==> src/rtl/alu_cmd_dispatcher.sv <==
// Command front-end for the single-cycle ALU: queues commands in a FIFO, issues them one
// at a time, waits for alu_done (with timeout) and returns tagged responses in order.
module alu_cmd_dispatcher #(
    parameter int unsigned DEPTH   = 4,
    parameter int unsigned TIMEOUT = 4,
    parameter int unsigned TAG_W   = 4
) (
    input  logic                   clk,
    input  logic                   rst_n,
    input  logic                   cmd_valid,
    output logic                   cmd_ready,
    input  logic [2:0]             cmd_op,
    input  logic [7:0]             cmd_a,
    input  logic [7:0]             cmd_b,
    output logic                   alu_start,
    output logic [2:0]             alu_op,
    output logic [7:0]             alu_a,
    output logic [7:0]             alu_b,
    input  logic                   alu_done,
    input  logic [15:0]            alu_result,
    output logic                   rsp_valid,
    input  logic                   rsp_ready,
    output logic [15:0]            rsp_result,
    output logic                   rsp_err,
    output logic [TAG_W-1:0]       rsp_tag,
    output logic [$clog2(DEPTH):0] count
);

    localparam int unsigned PTR_W = $clog2(DEPTH);
    localparam int unsigned CNT_W = PTR_W + 1;
    localparam int unsigned TMR_W = $clog2(TIMEOUT);
    localparam logic [2:0]  OP_NOP = 3'd0;
    localparam logic [2:0]  OP_XOR = 3'd3;

    typedef enum logic [1:0] {
        IDLE = 2'd0,
        WAIT = 2'd1,
        RESP = 2'd2
    } state_t;

    state_t state, state_nxt;

    logic [2:0]       mem_op  [DEPTH];
    logic [7:0]       mem_a   [DEPTH];
    logic [7:0]       mem_b   [DEPTH];
    logic [TAG_W-1:0] mem_tag [DEPTH];

    logic [PTR_W-1:0] wr_ptr, rd_ptr;
    logic [TAG_W-1:0] tag_cnt;
    logic             push, pop;
    logic [2:0]       head_op;

    logic [TMR_W-1:0] timer, timer_nxt;
    logic [TAG_W-1:0] cur_tag, cur_tag_nxt;

    logic             alu_start_nxt;
    logic [2:0]       alu_op_nxt;
    logic [7:0]       alu_a_nxt, alu_b_nxt;
    logic             rsp_valid_nxt;
    logic [15:0]      rsp_result_nxt;
    logic             rsp_err_nxt;
    logic [TAG_W-1:0] rsp_tag_nxt;

    // No bypass: a full FIFO refuses even when a pop happens in the same cycle.
    assign cmd_ready = (count != CNT_W'(DEPTH));
    assign push      = cmd_valid && cmd_ready;
    assign head_op   = mem_op[rd_ptr];

    // FIFO storage needs no reset; occupancy is tracked by the pointers and count.
    always_ff @(posedge clk) begin
        if (push) begin
            mem_op[wr_ptr]  <= cmd_op;
            mem_a[wr_ptr]   <= cmd_a;
            mem_b[wr_ptr]   <= cmd_b;
            mem_tag[wr_ptr] <= tag_cnt;
        end
    end

    always_ff @(posedge clk or negedge rst_n) begin
        if (!rst_n) begin
            wr_ptr  <= '0;
            rd_ptr  <= '0;
            count   <= '0;
            tag_cnt <= '0;
        end else begin
            if (push) begin
                wr_ptr  <= wr_ptr + PTR_W'(1);
                tag_cnt <= tag_cnt + TAG_W'(1);
            end
            if (pop) begin
                rd_ptr <= rd_ptr + PTR_W'(1);
            end
            count <= count + CNT_W'(push) - CNT_W'(pop);
        end
    end

    always_ff @(posedge clk or negedge rst_n) begin
        if (!rst_n) begin
            state      <= IDLE;
            timer      <= '0;
            cur_tag    <= '0;
            alu_start  <= 1'b0;
            alu_op     <= '0;
            alu_a      <= '0;
            alu_b      <= '0;
            rsp_valid  <= 1'b0;
            rsp_result <= '0;
            rsp_err    <= 1'b0;
            rsp_tag    <= '0;
        end else begin
            state      <= state_nxt;
            timer      <= timer_nxt;
            cur_tag    <= cur_tag_nxt;
            alu_start  <= alu_start_nxt;
            alu_op     <= alu_op_nxt;
            alu_a      <= alu_a_nxt;
            alu_b      <= alu_b_nxt;
            rsp_valid  <= rsp_valid_nxt;
            rsp_result <= rsp_result_nxt;
            rsp_err    <= rsp_err_nxt;
            rsp_tag    <= rsp_tag_nxt;
        end
    end

    always_comb begin
        state_nxt      = state;
        pop            = 1'b0;
        timer_nxt      = timer;
        cur_tag_nxt    = cur_tag;
        alu_start_nxt  = 1'b0;
        alu_op_nxt     = alu_op;
        alu_a_nxt      = alu_a;
        alu_b_nxt      = alu_b;
        rsp_result_nxt = rsp_result;
        rsp_err_nxt    = rsp_err;
        rsp_tag_nxt    = rsp_tag;

        case (state)
            IDLE: begin
                if (count != '0) begin
                    pop = 1'b1;
                    if (head_op == OP_NOP) begin
                        state_nxt = IDLE;
                    end else if (head_op <= OP_XOR) begin
                        alu_start_nxt = 1'b1;
                        alu_op_nxt    = head_op;
                        alu_a_nxt     = mem_a[rd_ptr];
                        alu_b_nxt     = mem_b[rd_ptr];
                        cur_tag_nxt   = mem_tag[rd_ptr];
                        timer_nxt     = '0;
                        state_nxt     = WAIT;
                    end else begin
                        rsp_result_nxt = '0;
                        rsp_err_nxt    = 1'b1;
                        rsp_tag_nxt    = mem_tag[rd_ptr];
                        state_nxt      = RESP;
                    end
                end
            end
            // alu_done takes priority over a coinciding timeout.
            WAIT: begin
                if (alu_done) begin
                    rsp_result_nxt = alu_result;
                    rsp_err_nxt    = 1'b0;
                    rsp_tag_nxt    = cur_tag;
                    state_nxt      = RESP;
                end else if (timer == TMR_W'(TIMEOUT - 1)) begin
                    rsp_result_nxt = '0;
                    rsp_err_nxt    = 1'b1;
                    rsp_tag_nxt    = cur_tag;
                    state_nxt      = RESP;
                end else begin
                    timer_nxt = timer + TMR_W'(1);
                end
            end
            RESP: begin
                if (rsp_ready) begin
                    state_nxt = IDLE;
                end
            end
            default: begin
                state_nxt = IDLE;
            end
        endcase

        rsp_valid_nxt = (state_nxt == RESP);
    end

endmodule
==> config.mk <==
export PLATFORM = sky130hd
export DESIGN_NAME = alu_cmd_dispatcher
export DESIGN_NICKNAME = d
export VERILOG_FILES = /design/src/rtl/alu_cmd_dispatcher.sv
export SDC_FILE = /design/constraint.sdc
export NUM_CORES = 1
export LEC_CHECK = 0
export ABC_AREA = 1
export BUFFER_PORTS_ARGS = -buffer_cell sky130_fd_sc_hd__buf_2
export CORE_ASPECT_RATIO = 0.8
export CORE_MARGIN = 3
export CORE_UTILIZATION = 60
export DETAILED_ROUTE_END_ITERATION = 12
export PLACE_DENSITY = 0.93
export SLEW_MARGIN = 0
export SYNTH_ARGS = -nofsm -noshare
export SYNTH_HDL_FRONTEND = slang
export SYNTH_SLANG_ARGS = --single-unit
==> constraint.sdc <==
create_clock -name clk -period 3.6 [get_ports clk]
set_input_delay 1.08 -clock clk [delete_from_list [all_inputs] [get_ports clk]]
set_output_delay 1.08 -clock clk [all_outputs]
set_load 0.1 [all_outputs]
==> impl_results.md, run 1 <==
* Slowest stage delay, CP at 480 ps
* Top Ports at 86
* Max Buffers Root-to-Sink at 2
* Post-CTS setup-driven buffer insertion count at 0
* Vias per inst at 5.49
* Standard cell core area at 0.00973 mm^2
* Later-pin clock latency in the skew report at 420 ps
* Most instantiated library cell after synthesis: sky130_fd_sc_hd__nand2_1
* Synth area leaders: sky130_fd_sc_hd__edfxtp_1 46%, sky130_fd_sc_hd__dfrtp_1 25%, sky130_fd_sc_hd__nand2_1 9.1%
* Worst hold path startpoint: alu_b[0]
* Area grow syn2layout at 18.2%
* Unrepaired setup endpoints after global routing: no
* Syn nets at 584
* WL/cell at 16.9 um
* Origin of the worst setup path: count[0]
* Vias in the first global route at 4204
* Ranking of synthesized cells by instance count: 146 x sky130_fd_sc_hd__nand2_1, 92 x sky130_fd_sc_hd__edfxtp_1, 66 x sky130_fd_sc_hd__nor2_1
* Sequential element share of the synthesized area at 71.1%
* Post-Synthesis Cells at 535
* Sum of net half-perimeters after detailed placement at 7.61 mm
* Gr usage total at 24.0%
* YS warnings at 0
* Mean instance size in the synthesized netlist at 11.3 um^2
* Number of hold buffers added after cts at 0
* Clock sinks at 153
* Number of buffers created by CTS at 17
* Leftover overflow at the end of global routing at 0
* Post-route fraction of the period consumed by the critical path at 73.1%
* CTS tree: built
* Final Wtd Congestion at 0.743
* Top FF cell, synth: sky130_fd_sc_hd__edfxtp_1
* Clock root buffer: sky130_fd_sc_hd__clkbuf_16
* Worst path bufs/invs at 2
* Relative slew slack at 46.2%
* Clock-pin slew of the registers on the worst-case setup and hold paths at 60 ps
* Final routed DRC violation total at 0
* Transition time of the tightest slew-check pin at 806 ps
* Worst flop-to-flop path startpoint: rd_ptr[0]
* Maximum number of pins on one net before global-route repair at 62
* N_diodes at 0
* First-pass GRT wire length at 20.6 mm
* Number of library cell types mapped by synthesis at 26
* Worst hold path type: flip-flop to flip-flop
* DRT Pass-1 Iters at 5
* Classification of the worst setup path: flip-flop to primary output
* Critical path, cell by cell: inv_1, nand3_1, buf_2
* Endpoint type of the worst setup path: primary output
* Upper clock frequency limit at 0.380 GHz
* Asr flop ratio synth at 39.9%
* Run status: finished clean
* Number of antenna violations at the first check in global routing at 0
* Mapped Area at 0.00603 mm^2
* Maximum level of the CTS H-tree at 4
* Detailed-route wire length at 13.0 mm
* Hold violation count in the final report at 0
* Largest fanout on the critical path at 4
* Seq cells post-synth at 153
* Post-placement worst setup slack at 1020 ps
* Worst clock skew at 7.47 ps
* Total via count after detailed routing at 4232
* Count of buffers inserted at the top-level ports at 85
* Effective utilization at floorplan at 62.0%
* Count of pins over their slew limit at 0
* Kind of start point of the critical path: flip-flop
* Required time of the critical path at 2520 ps
* Final worst-path setup slack at 969 ps
* Core occupancy in the finished layout at 73.2%
* PostCTS Resize Cnt at 0
* Setup violation total in the final timing report at 0
* Number of DRC markers in iteration 0 at 344
* Share of post-route cells with drive strength above 1 at 20.3%
* Post-route ant nets at 0
* Cell with the biggest individual delay on the critical path: sky130_fd_sc_hd__buf_2
* Cell Rows at 32
* Share of the synthesized area in the top cell type at 45.8%
* Cell family contributing the most delay on the critical path: buffers and inverters
* # Max-Cap Violations at 0
* Yosys top cell by area: sky130_fd_sc_hd__edfxtp_1
* Net total in the final layout at 671
* Hold slack at 477 ps
* Number of synthesized flops with an enable pin at 92
* Total Die Area at 0.0113 mm^2
* Die Span Y at 95.7 um
* Final Critical Period at 2630 ps
* Horiz. Die Dim at 118 um
* WP data arrival at 1550 ps
[layout make-up]
class	instances	area, um^2
Sequential cell	153	4290
Fill cell	619	2600
Multi-Input combinational cell	334	1530
Timing Repair Buffer	92	478
Clock buffer	23	468
Tap cell	136	170
Clock inverter	9	98.8
Inverter	24	92.6
[cell families after synthesis]
kind of cell / share of synthesized area, %
simple gates: 17.2
flops: 71.1
compound gates: 4.98
buf+inv: 3.67
fa+ha+maj: 1.99
xor+xnor: 0.872
mux: 0.187
[flip-flops by register name, summed over array words and instances, names as in the netlist]
| name | flops |
|---|---|
| rsp_valid | 1 |
| timer | 2 |
| alu_a | 8 |
| count | 3 |
| alu_b | 8 |
| alu_op | 3 |
| rd_ptr | 2 |
| state | 2 |
| mem_op | 12 |
| alu_start | 1 |
| tag_cnt | 4 |
| mem_b | 32 |
| rsp_tag | 4 |
| mem_a | 32 |
| rsp_result | 16 |
| mem_tag | 16 |
| cur_tag | 4 |
| rsp_err | 1 |
| wr_ptr | 2 |
[worst reg2reg max path: cells and delay by family, from the launching register on]
family	cells	cell delay [ps]
buffers and inverters	1	540
AND/OR/NAND/NOR	7	1410
flip-flops	1	380
[metrics by stage]
step                TNS (ps)  area [um^2]  cells
finish                     0         7130    771
global route               0         7130    771
CTS                        0         7130    771
detailed placement         0         6560    739
global placement           0         6560    739
floorplan             -11440         6030    535
[cell usage in the layout (no fill, tap or decap)]
cell type / count
sky130_fd_sc_hd__o21ai_1: 10
sky130_fd_sc_hd__inv_4: 1
sky130_fd_sc_hd__nand4_1: 2
sky130_fd_sc_hd__edfxtp_1: 92
sky130_fd_sc_hd__nor2_2: 5
sky130_fd_sc_hd__clkinvlp_4: 2
sky130_fd_sc_hd__dfrtp_1: 61
sky130_fd_sc_hd__nand2_2: 2
sky130_fd_sc_hd__buf_2: 85
sky130_fd_sc_hd__nand3b_1: 1
sky130_fd_sc_hd__fa_1: 1
sky130_fd_sc_hd__mux2_2: 1
sky130_fd_sc_hd__clkbuf_16: 17
sky130_fd_sc_hd__nor2_1: 62
sky130_fd_sc_hd__clkbuf_8: 2
sky130_fd_sc_hd__clkinv_1: 2
sky130_fd_sc_hd__nand3_1: 39
sky130_fd_sc_hd__inv_2: 1
sky130_fd_sc_hd__clkinv_2: 4
sky130_fd_sc_hd__nor3_1: 1
sky130_fd_sc_hd__inv_1: 21
sky130_fd_sc_hd__ha_1: 8
sky130_fd_sc_hd__nand2_1: 146
sky130_fd_sc_hd__xnor2_1: 3
sky130_fd_sc_hd__buf_4: 7
sky130_fd_sc_hd__bufinv_16: 2
sky130_fd_sc_hd__a21oi_1: 2
sky130_fd_sc_hd__clkbuf_1: 4
sky130_fd_sc_hd__o21ai_0: 48
sky130_fd_sc_hd__xor2_1: 3
[per-layer routing]
| layer | share of wire (%) | routed length [um] | track usage [%] |
|---|---|---|---|
| met1 | 40 | 5160 | 28.8 |
| met2 | 51 | 6680 | 41.6 |
| met3 | 6.9 | 901 | 6.29 |
| met4 | 1.9 | 249 | 11.0 |
| met5 | 0 | 0 | 0 |
[final timing paths]
| check | endpoint | slack (ps) | depth (start not counted) |
|---|---|---|---|
| max | cmd_ready | 970 | 3 |
| min | alu_b[0] | 480 | 2 |
| max reg2reg | rsp_err | 1140 | 8 |
| min reg2reg | alu_b[0] | 480 | 2 |
| max in group asynchronous | count[1] | 2230 | 2 |
| min in group asynchronous | alu_start | 840 | 2 |
Power of run 1 is left out: the tool's default activity adds up to more than one toggle a clock period on the data nets, which glitch-free logic cannot reach.
==> inputs of run 2 (changes only) <==
--- a/config.mk
+++ b/config.mk
@@ -5,13 +5,13 @@
 export SDC_FILE = /design/constraint.sdc
 export NUM_CORES = 1
 export LEC_CHECK = 0
-export ABC_AREA = 1
+export ABC_AREA = 0
 export BUFFER_PORTS_ARGS = -buffer_cell sky130_fd_sc_hd__buf_2
 export CORE_ASPECT_RATIO = 0.8
 export CORE_MARGIN = 3
-export CORE_UTILIZATION = 60
+export CORE_UTILIZATION = 56
 export DETAILED_ROUTE_END_ITERATION = 12
-export PLACE_DENSITY = 0.93
+export PLACE_DENSITY = 0.88
 export SLEW_MARGIN = 0
 export SYNTH_ARGS = -nofsm -noshare
 export SYNTH_HDL_FRONTEND = slang
==> constraint.sdc (replaced) <==
create_clock -name clk -period 2.6 [get_ports clk]
set_input_delay 0.78 -clock clk [delete_from_list [all_inputs] [get_ports clk]]
set_output_delay 0.78 -clock clk [all_outputs]
set_load 0.1 [all_outputs]
==> impl_results.md, run 2 <==
* Number of synthesized flops with an enable pin at 92 (unchanged)
* Leftover overflow at the end of global routing at 0 (unchanged)
* Endpoint type of the worst setup path: flip-flop
* Net total in the final layout at 458 (-32%)
* Unrepaired setup endpoints after global routing: no
* Top Ports at 86 (unchanged)
* Vias in the first global route at 3220 (-23%)
* Reg-to-reg endpoint: count[2]
* Max Buffers Root-to-Sink at 2 (unchanged)
* Most common cell after layout, fill and taps aside: sky130_fd_sc_hd__edfxtp_1
* Maximum level of the CTS H-tree at 4 (unchanged)
* Run status: finished clean
* Synth area leaders: sky130_fd_sc_hd__edfxtp_1 47%, sky130_fd_sc_hd__dfrtp_1 26%, sky130_fd_sc_hd__mux4_2 8.8%
* Later-pin clock latency in the skew report at 420 ps (about the same)
* Ranking of synthesized cells by instance count: 92 x sky130_fd_sc_hd__edfxtp_1, 61 x sky130_fd_sc_hd__dfrtp_1, 23 x sky130_fd_sc_hd__mux4_2
* CTS tree: built
* Worst hold path type: primary input to async pin
* Share of post-route cells with drive strength above 1 at 44.8% (+24 points)
* Path depth of the worst reg2reg path at 8 (unchanged)
* Setup violation total in the final timing report at 0 (unchanged)
* YS warnings at 0 (unchanged)
* Reg2reg setup slack at 130 ps (-1010 ps)
* Asr flop ratio synth at 39.9% (unchanged)
* Number of hold buffers added after cts at 0 (unchanged)
* Total Die Area at 0.0118 mm^2 (+4.4%)
* First-pass GRT wire length at 16.7 mm (-19%)
* N_diodes at 0 (unchanged)
* Final routed DRC violation total at 0 (unchanged)
* WP data arrival at 2780 ps (+1230 ps)
* Most frequent cell on the critical path: sky130_fd_sc_hd__ha_1
* Post-Synthesis Cells at 301 (-44%)
* Most frequent cells in the layout: 92 x sky130_fd_sc_hd__edfxtp_1, 85 x sky130_fd_sc_hd__buf_2, 57 x sky130_fd_sc_hd__dfrtp_1
* Hold slack at 381 ps (-96.7 ps)
* Post-route fraction of the period consumed by the critical path at 95.1%
* Share of the synthesized area in the top cell type at 46.9% (+1.1 points)
* WL/cell at 18.4 um (+9.2%)
* Effective utilization at floorplan at 59.3% (-2.7 points)
* Top FF cell, synth: sky130_fd_sc_hd__edfxtp_1
* Number of buffers created by CTS at 17 (unchanged)
* Largest fanout on the critical path at 4 (unchanged)
* Vias per inst at 5.46 (-0.45%)
* Cell Rows at 32 (unchanged)
* Number of library cell types mapped by synthesis at 34 (+31%)
* Required time of the critical path at 2900 ps (+380 ps)
* Number of DRC markers in iteration 0 at 190 (-45%)
* Upper clock frequency limit at 0.404 GHz
* Largest registers: mem_a: 32 flops, mem_b: 32 flops
* Worst flop-to-flop path startpoint: count[1]
* Area grow syn2layout at 21.9%
* Slowest stage delay, CP at 490 ps (about the same)
* Most instantiated library cell after synthesis: sky130_fd_sc_hd__edfxtp_1
* Standard cell core area at 0.00993 mm^2 (+2.1%)
* Total via count after detailed routing at 3049 (-28%)
* Clock sinks at 153 (unchanged)
* Classification of the worst setup path: flip-flop to flip-flop
* Count of buffers inserted at the top-level ports at 85 (unchanged)
* Gr usage total at 19.1% (-4.9 points)
* # Max-Cap Violations at 0 (unchanged)
* Detailed-route wire length at 10.3 mm (-21%)
* Seq cells post-synth at 153 (unchanged)
* Mean instance size in the synthesized netlist at 19.6 um^2 (+74%)
* Syn nets at 350 (-40%)
* Transition time of the tightest slew-check pin at 638 ps (-168 ps)
* Yosys top cell by area: sky130_fd_sc_hd__edfxtp_1
* Hold violation count in the final report at 0 (unchanged)
* Critical path, cell by cell: or3_4, and2_1, ha_1, inv_1, ha_1, fa_1, xnor2_2, xnor2_1
* Setup_tns at 0 ps (unchanged)
* Kind of start point of the critical path: flip-flop
* Mapped Area at 0.00589 mm^2 (-2.3%)
* Cell family contributing the most delay on the critical path: adder cells
* Die Span Y at 97.7 um (+2.1%)
* Worst path bufs/invs at 1 (-1)
* Relative slew slack at 57.4% (+11 points)
* Final Critical Period at 2470 ps
* Number of antenna violations at the first check in global routing at 1 (+1)
* Sequential element share of the synthesized area at 72.8% (+1.7 points)
* Count of pins over their slew limit at 0 (unchanged)
* Cell with the biggest individual delay on the critical path: sky130_fd_sc_hd__dfrtp_4
* Worst clock skew at 11.2 ps (+3.76 ps)
* Sum of net half-perimeters after detailed placement at 6.89 mm (-9.5%)
* Horiz. Die Dim at 121 um (+2.2%)
* Clock root buffer: sky130_fd_sc_hd__clkbuf_16
* Final Wtd Congestion at 0.722 (-2.8%)
* DRT Pass-1 Iters at 4 (-1)
* Post-route ant nets at 0 (unchanged)
* Maximum number of pins on one net before global-route repair at 35 (-44%)
* Clock-pin slew of the registers on the worst-case setup and hold paths at 60 ps (about the same)
run 2: routing by layer:
| metal | part of all wire, % | GRT usage (%) | vias to the layer above | wire, um |
|---|---|---|---|---|
| met5 | 0.13 | 0 | - | 13 |
| met4 | 1.1 | 6.53 | 2 | 112 |
| met3 | 7.9 | 7.45 | 14 | 813 |
| met2 | 48 | 30.3 | 113 | 4940 |
| met1 | 43 | 24.4 | 1547 | 4390 |
| li1 | - | - | 1373 | - |
run 2: area by class of cell:
cell class,count,area [um^2]
Clock buffer,18,429
Multi-Input combinational cell,125,1480
Tap cell,136,170
Sequential cell,153,4300
Timing Repair Buffer,104,581
Inverter,8,30.0
Clock inverter,14,191
Fill cell,616,2750
run 2: worst max path at each step:
stage	from	to	slack (ps)	cells past startpoint
floorplan	cmd_valid	count[2]	20	9
global placement	cmd_valid	count[2]	200	9
detailed placement	cmd_valid	count[2]	50	9
CTS	count[1]	count[2]	40	8
global route	count[1]	count[2]	20	8
finish	count[1]	count[2]	130	8
run 2: cells by family (layout without fill, tap and decap cells):
family / Yosys count / in the layout / synth area share [%]
AND/OR/NAND/NOR: 30 / 30 / 2.83
multiplexers: 50 / 50 / 14.8
flip-flops: 153 / 153 / 72.8
XOR/XNOR: 8 / 8 / 1.19
adder cells (fa/ha/maj): 9 / 9 / 2.04
AO/OA/AOI/OAI: 28 / 28 / 3.93
buffers and inverters: 23 / 144 / 2.34
run 2: repair_timing:
action,4_1_cts,5_1_grt
gates resized for setup,0,2
buffers inserted,0,0
endpoints found under the setup margin,0,1
run 2: stage by stage:
stage               area (um^2)  setup WS (ps)  util [%]  cells
floorplan                  5900           20.8         -    301
global placement           6550            198      65.9    526
detailed placement         6550           47.6      65.9    526
CTS                        7170           39.2      72.2    558
global route               7180           24.7      72.3    558
finish                     7180            127      72.3    558
run 2: worst register-to-register path: cells and delay by family, from the launching register on:
family | cells | cell delay [ps]
fa+ha+maj | 3 | 900
xor+xnor | 2 | 280
simple gates | 2 | 640
buf+inv | 1 | 40
flops | 1 | 490
Power of run 2 is left out for the same reason.
